<file path="src/rtl/data_buffer.sv">
// Shared 8-bit circular FIFO between the AHB register side and the USB packet side.
// Heads are first-word-fall-through; occupancy is a registered count.
module data_buffer #(
    parameter int DEPTH = 64
) (
    input  logic       clk,
    input  logic       n_rst,
    input  logic       clear,
    input  logic       store_tx_data,
    input  logic [7:0] tx_data,
    input  logic       get_rx_data,
    output logic [7:0] rx_data,
    input  logic       store_rx_packet_data,
    input  logic [7:0] rx_packet_data,
    input  logic       get_tx_packet_data,
    output logic [7:0] tx_packet_data,
    output logic [6:0] buffer_occupancy
);

    localparam int DATA_W = 8;
    localparam int PTR_W  = (DEPTH > 1) ? $clog2(DEPTH) : 1;
    localparam logic [6:0] FULL_CNT = 7'(DEPTH);

    logic [DATA_W-1:0] mem_q [DEPTH];
    logic [PTR_W-1:0]  wr_ptr_q, wr_ptr_d;
    logic [PTR_W-1:0]  rd_ptr_q, rd_ptr_d;
    logic [6:0]        count_q, count_d;

    logic              push, pop;
    logic              push_ok, pop_ok;
    logic [DATA_W-1:0] wr_byte;
    logic [DATA_W-1:0] head;

    // Request decode: USB receiver wins the write port over the AHB side.
    always_comb begin
        push    = store_rx_packet_data | store_tx_data;
        pop     = get_rx_data | get_tx_packet_data;
        wr_byte = store_rx_packet_data ? rx_packet_data : tx_data;
        pop_ok  = pop && (count_q != 7'd0);
        // A full buffer still accepts a byte when a pop frees a slot this cycle.
        push_ok = push && ((count_q != FULL_CNT) || pop_ok);
    end

    // Next-state for pointers and count; clear dominates any traffic.
    always_comb begin
        wr_ptr_d = wr_ptr_q;
        rd_ptr_d = rd_ptr_q;
        count_d  = count_q;
        if (clear) begin
            wr_ptr_d = '0;
            rd_ptr_d = '0;
            count_d  = 7'd0;
        end else begin
            if (push_ok) begin
                wr_ptr_d = wr_ptr_q + PTR_W'(1);
            end
            if (pop_ok) begin
                rd_ptr_d = rd_ptr_q + PTR_W'(1);
            end
            if (push_ok && !pop_ok) begin
                count_d = count_q + 7'd1;
            end else if (pop_ok && !push_ok) begin
                count_d = count_q - 7'd1;
            end
        end
    end

    always_ff @(posedge clk) begin
        if (!n_rst) begin
            wr_ptr_q <= '0;
            rd_ptr_q <= '0;
            count_q  <= 7'd0;
        end else begin
            wr_ptr_q <= wr_ptr_d;
            rd_ptr_q <= rd_ptr_d;
            count_q  <= count_d;
        end
    end

    // Storage is not reset; an empty count masks whatever it holds.
    always_ff @(posedge clk) begin
        if (push_ok) begin
            mem_q[wr_ptr_q] <= wr_byte;
        end
    end

    always_comb begin
        head = (count_q != 7'd0) ? mem_q[rd_ptr_q] : 8'h00;
    end

    assign rx_data          = head;
    assign tx_packet_data   = head;
    assign buffer_occupancy = count_q;

endmodule

</file>
<file path="config.mk">
export PLATFORM = sky130hd
export DESIGN_NAME = data_buffer
export DESIGN_NICKNAME = d
export VERILOG_FILES = /design/src/rtl/data_buffer.sv
export SDC_FILE = /design/constraint.sdc
export NUM_CORES = 1
export LEC_CHECK = 0
export BUFFER_PORTS_ARGS = -buffer_cell sky130_fd_sc_hd__buf_2
export CAP_MARGIN = 5
export CORE_UTILIZATION = 45
export DETAILED_ROUTE_END_ITERATION = 12
export PLACE_DENSITY = 0.71
export SYNTH_ARGS = -nofsm -noshare
export SYNTH_HDL_FRONTEND = slang
export SYNTH_SLANG_ARGS = --single-unit
</file>
<file path="constraint.sdc">
create_clock -name clk -period 6.28 [get_ports clk]
set_clock_uncertainty 0.2 [all_clocks]
set_input_delay 0.314 -clock clk [delete_from_list [all_inputs] [get_ports clk]]
set_output_delay 0.314 -clock clk [all_outputs]
set_load 0.05 [all_outputs]
</file>
Yosys cells after proc, flatten, opt, wreduce, memory -nomap -nowiden
Memories as Yosys holds them, arrays and structs flattened. A register that Yosys moved wholly into a read port is not among the register bits.
Index checks and enable logic that the tools add are counted.
{"block": "totals", "mem_count": 1, "inputBits": 23, "elab_cells": 30, "mem_bits_rw": 512, "out_inout_bits": 23, "reg_bits": 19}
{"name": "mem_q", "words": 64, "width": 8, "rd": 1, "rd_ports_with_merged_regs": 1, "write_ports": 1, "line_no": "24", "source": "logic [DATA_W-1:0] mem_q [DEPTH];"}
{"block": "classes", "muxes": 8, "bitwise": 3, "addsub": 4, "n_reduce_logical": 10, "eq_ne": 1}
{"cell": "8-bit two-way mux", "count": 2}
{"cell": "7-bit two-way mux", "count": 2}
{"cell": "6-bit by 1-bit adder with 6-bit output, second input constant", "count": 2}
{"cell": "6-bit two-way mux", "count": 2}
{"cell": "7-bit by 1-bit adder with 7-bit output, second input constant", "count": 1}
{"cell": "7-bit != test, second input constant", "count": 1}
{"cell": "7-bit nonzero test", "count": 1}
{"cell": "7-bit by 1-bit subtractor with 7-bit output, second input constant", "count": 1}
{"cell": "1-bit logical AND", "count": 4}
{"cell": "1-bit logical NOT", "count": 2}
{"cell": "1-bit two-way mux", "count": 2}
{"cell": "1-bit OR", "count": 2}
{"cell": "2-bit nonzero test", "count": 1}
{"cell": "2-bit OR reduction", "count": 1}
{"cell": "1-bit logical OR", "count": 1}
{"cell": "1-bit NOT", "count": 1}

Depth between registers and ports, before layout
{"block": "logic_depth", "ltp_word": 8, "mapped_depth": 11, "mapped_depth_nobuf": 11}

Worst setup path after synthesis
OpenSTA, ideal clock, no wires.
{"block": "synth_timing", "kind": "register -> output", "from": "reg (tool-made name)", "to": "out tx_packet_data[3]", "path_slack_ps": 2891, "t_required_ps": 5766, "path_buffers": 4, "stages_incl_launch_ff": 10, "arrival_time_ps": 2875, "cell_sequence": "dfxtp_1 -> buf_4 -> buf_4 -> buf_2 -> mux4_2 -> a22oi_1 -> a21oi_1 -> nor2_1 -> o21ai_0 -> buf_4"}
{"element": "end, declared", "line_no": "16", "source": "output logic [7:0] tx_packet_data,"}

==> metrics.txt <==
# TYPE chip_impl_metric gauge
chip_impl_metric{name="synth.yosys.seq_area_share",unit="%"} 75.0
chip_impl_metric{name="ys_ff_latch",unit=""} 537
chip_impl_metric{name="clock_power_share",unit="%"} 34.6
chip_impl_metric{name="drtAntennaViolNets",unit=""} 0
chip_impl_metric{name="holdPathStages",unit=""} 5
chip_impl_metric{name="async_reset_ff_share",unit="%"} 0
chip_impl_metric{name="syn_nets",unit=""} 1080
chip_impl_info{name="crit-reg2reg-capture",value="mem_q[25][0]"} 1
chip_impl_metric{name="layout.cells.non_filler",unit=""} 1745
chip_impl_metric{name="post-route-min-period",unit="ps"} 4140
chip_impl_metric{name="io-pin-count",unit=""} 46
chip_impl_metric{name="combinational_share_of_power",unit="%"} 19.1
chip_impl_metric{name="num_vias",unit=""} 10300
chip_impl_info{name="yosys-top-cells-area",value="sky130_fd_sc_hd__edfxtp_1, sky130_fd_sc_hd__mux4_2, sky130_fd_sc_hd__dfxtp_1"} 1
chip_impl_info{name="critical_path.endpoint_type",value="primary output"} 1
chip_impl_info{name="grt_setup_unrepaired",value="false"} 1
chip_impl_metric{name="seq_power_share",unit="%"} 46.3
chip_impl_metric{name="finalWirelength",unit="µm"} 45200
chip_impl_metric{name="tritoncts.num_buffers",unit=""} 51
chip_impl_metric{name="drt-wirelength-per-cell",unit="µm"} 25.9
chip_impl_info{name="netlist.top_cell.by_area",value="sky130_fd_sc_hd__edfxtp_1"} 1
chip_impl_metric{name="post_cts_buffers",unit=""} 0
chip_impl_metric{name="post_cts.resized_instances",unit=""} 0
chip_impl_metric{name="die_w",unit="µm"} 219
chip_impl_metric{name="grt_pass1_vias",unit=""} 10400
chip_impl_metric{name="netlist-cell-type-count",unit=""} 55
chip_impl_metric{name="clkLatencyLatePin",unit="ps"} 600
chip_impl_metric{name="die_area",unit="µm²"} 47900
chip_impl_metric{name="synth_enable_flop_cells",unit=""} 512
chip_impl_metric{name="mappedNetlistArea",unit="µm²"} 21200
chip_impl_metric{name="maxCapViolations",unit=""} 0
chip_impl_info{name="dominantRegCellSynth",value="sky130_fd_sc_hd__edfxtp_1"} 1
chip_impl_metric{name="final_core_utilization",unit="%"} 50.7
chip_impl_metric{name="setup-tns-final",unit="ps"} 0
chip_impl_metric{name="antenna_found_initial",unit=""} 0
chip_impl_metric{name="drt_pass1_iterations",unit=""} 5
chip_impl_metric{name="maximum_number_of_pins_on_one_net_before_global_route_repair",unit=""} 73
chip_impl_metric{name="critical_path_peak_fanout",unit=""} 31
chip_impl_metric{name="antennaDiodeCount",unit=""} 0
chip_impl_metric{name="initial_utilization",unit="%"} 45.5
chip_impl_metric{name="signal_arrival_time_at_the_worst_endpoint",unit="ps"} 3620
chip_impl_metric{name="filler_cell_count",unit=""} 3656
chip_impl_metric{name="post-layout-total-power",unit="mW"} 8.78
chip_impl_metric{name="worstPathRequired",unit="ps"} 5770
chip_impl_metric{name="cellPowerDensity",unit="nW/µm²"} 373
chip_impl_metric{name="grt_pass1_wl",unit="µm"} 67200
chip_impl_metric{name="clk_path_buf_depth",unit=""} 3
chip_impl_info{name="critical_path.slowest_cell",value="sky130_fd_sc_hd__dfxtp_2"} 1
chip_impl_metric{name="synth_top_area_share",unit="%"} 72.7
chip_impl_metric{name="syn_avg_cell_area",unit="µm²"} 20.2
chip_impl_metric{name="placed_cells",unit=""} 1650
chip_impl_metric{name="swShare",unit="%"} 27.2
chip_impl_info{name="path_class",value="register to primary output"} 1
chip_impl_metric{name="detail_route.vias_per_cell",unit=""} 5.88
chip_impl_metric{name="cts-hold-fix-buffers",unit=""} 2
chip_impl_metric{name="maxClockFrequency",unit="GHz"} 0.242
chip_impl_metric{name="fin_hold_ws",unit="ps"} 143
chip_impl_metric{name="area_growth_syn_to_layout",unit="%"} 11.4
chip_impl_metric{name="grt.total_usage",unit="%"} 19.4
chip_impl_metric{name="final_layout_size_suffix_gt1_share",unit="%"} 25.1
chip_impl_metric{name="floorplan_core_area",unit="µm²"} 46500
chip_impl_metric{name="fin_nets",unit=""} 1130
chip_impl_info{name="cp_common_cell",value="sky130_fd_sc_hd__nor2_1"} 1
chip_impl_info{name="worst_r2r_startpoint",value="buffer_occupancy[0]"} 1
chip_impl_metric{name="gp_congestion",unit=""} 0.851
chip_impl_metric{name="longest_individual_stage_delay_on_the_worst_path",unit="ps"} 790
chip_impl_metric{name="worst_slew_margin_rel",unit="%"} 14.6
chip_impl_info{name="cts_tree",value="built"} 1
chip_impl_metric{name="postSynthCellCount",unit=""} 1048
chip_impl_metric{name="fp-row-count",unit=""} 79
chip_impl_metric{name="number_of_failing_hold_endpoints_at_the_final_stage",unit=""} 0
chip_impl_info{name="worst_setup_path_start_kind",value="register"} 1
chip_impl_metric{name="drt_iter0_drc",unit=""} 1248
chip_impl_metric{name="ff2ff_path_depth",unit=""} 5
chip_impl_metric{name="path_clk_slew",unit="ps"} 60
chip_impl_metric{name="overflow",unit=""} 0
chip_impl_metric{name="ys.warnings.count",unit=""} 0
chip_impl_metric{name="finalSetupViolCount",unit=""} 0
chip_impl_metric{name="final_max_slew_viol_count",unit=""} 0
chip_impl_metric{name="ir_drop",unit="V"} 0.000280
chip_impl_metric{name="dpl.hpwl",unit="µm"} 27100
chip_impl_metric{name="die_height",unit="µm"} 219
chip_impl_metric{name="tightestPinTransition",unit="ps"} 1280
chip_impl_metric{name="detail_route.drc_violations",unit=""} 0
chip_impl_metric{name="clock_sink_count",unit=""} 537
chip_impl_metric{name="timing.final.crit_share",unit="%"} 65.9
chip_impl_metric{name="power_report.internal_total",unit="mW"} 6.39
chip_impl_info{name="hold_class",value="input port to register"} 1
chip_impl_info{name="critical_path.cell_chain",value="buf_4 > mux4_2 > nor2_1 > a2111oi_0 > nor2_1 > o21ai_1 > buf_2"} 1
chip_impl_info{name="min_to",value="wr_ptr_q[0]"} 1
chip_impl_metric{name="power.net_switching",unit="mW"} 2.39
chip_impl_metric{name="setup.reg_to_reg.worst_slack",unit="ps"} 2730
chip_impl_info{name="clock_root_buffer",value="sky130_fd_sc_hd__clkbuf_16"} 1
chip_impl_info{name="worst_hold_startpoint",value="store_tx_data"} 1
chip_impl_metric{name="cts-htree-levels",unit=""} 2
chip_impl_metric{name="total_leakage_power",unit="nW"} 7.22
chip_impl_info{name="run_status",value="complete, no violations"} 1
chip_impl_metric{name="portBuffers",unit=""} 45
## synthesized netlist by cell type (11+ instances only)
cell type	count
sky130_fd_sc_hd__mux4_2	128
sky130_fd_sc_hd__o22ai_1	16
sky130_fd_sc_hd__buf_4	17
sky130_fd_sc_hd__o21ai_0	11
sky130_fd_sc_hd__edfxtp_1	512
sky130_fd_sc_hd__nand2_1	15
sky130_fd_sc_hd__o221ai_1	12
sky130_fd_sc_hd__a21oi_1	12
sky130_fd_sc_hd__a211oi_1	11
sky130_fd_sc_hd__buf_2	17
sky130_fd_sc_hd__nor2_1	98
sky130_fd_sc_hd__clkbuf_1	16
sky130_fd_sc_hd__dfxtp_1	25
sky130_fd_sc_hd__mux2_2	12
sky130_fd_sc_hd__mux2i_1	15
## through the flow
step,instance area [µm²],worst slack (ps)
after floorplan,21200,2890
after detailed placement,21900,2780
after global placement,21900,2820
final,23600,2140
after global routing,23600,2030
after CTS,23600,2120
## power by group through the flow
stage          sequential [mW]  combinational (mW)  clock [mW]
4_1_cts                   4.07                1.69        3.09
5_1_grt                   4.08                1.78        3.21
2_1_floorplan             4.12                1.38           0
3_5_place_dp              4.14                1.68           0
3_3_place_gp              4.14                1.67           0
6_report                  4.06                1.68        3.04
## layout by cell type, fill, tap and decap left out, drive strengths merged, types with 13 or more instances in the layout
cell,instances
clkbuf,67
buf,59
edfxtp,512
clkinv,17
o21ai,13
dfxtp,25
nor2,98
nand2,15
mux4,128
mux2i,15
o22ai,16
## sequential cells by signal, indices dropped and copies added (netlist names), named ones only
signal and flops:
buffer_occupancy 7, mem_q 512, rd_ptr_q 6, wr_ptr_q 6
## cell type report
type	instances	area, µm²	area share, %
clock inverters	26	272	1.15
clock buffers	67	1380	5.84
inverters	8	30.0	0.127
repair buffers	61	375	1.59
flip-flops and latches	537	15900	67.4
well taps	607	759	3.22
multi-input cells	439	4870	20.7
## cell families (layout without fill, tap and decap cells)
kind of cell,after synthesis,after routing,synth area share (%)
buffers and inverters,72,162,1.93
muxes,155,155,15.0
DFF,537,537,75.0
xor gates and xnor gates,13,13,0.538
adders and majority gates,9,9,0.568
and+or+nand+nor,164,164,3.65
AOI/OAI and AO/OA,98,98,3.31
## per-layer routing
metal | up-vias | track usage [%] | share of wire (%)
met3 | 69 | 4.56 | 8.5
met4 | 0 | 6.46 | 2.5
met5 | - | 0 | 0
li1 | 4428 | - | -
met1 | 5334 | 26.4 | 40
met2 | 431 | 31.0 | 48
## worst max path at each step
| stage | slack [ps] | to | startpoint | cells after the start |
|---|---|---|---|---|
| 2_1_floorplan | 2890 | tx_packet_data[3] | register | 9 |
| 4_1_cts | 2120 | rx_data[6] | register | 6 |
| 3_5_place_dp | 2780 | mem_q[25][7] | store_rx_packet_data | 6 |
| 5_1_grt | 2030 | rx_data[3] | register | 7 |
| 3_3_place_gp | 2820 | rx_data[4] | register | 6 |
| 6_report | 2140 | rx_data[2] | register | 7 |
## critical path: cells and delay by family (launching register included)
family                 cells  cell delay (ps)
flip-flops                 1              790
AO/OA/AOI/OAI              2              710
multiplexers               1              360
AND/OR/NAND/NOR            2              210
buffers and inverters      2              920
Power figures use the tool's default switching activity.
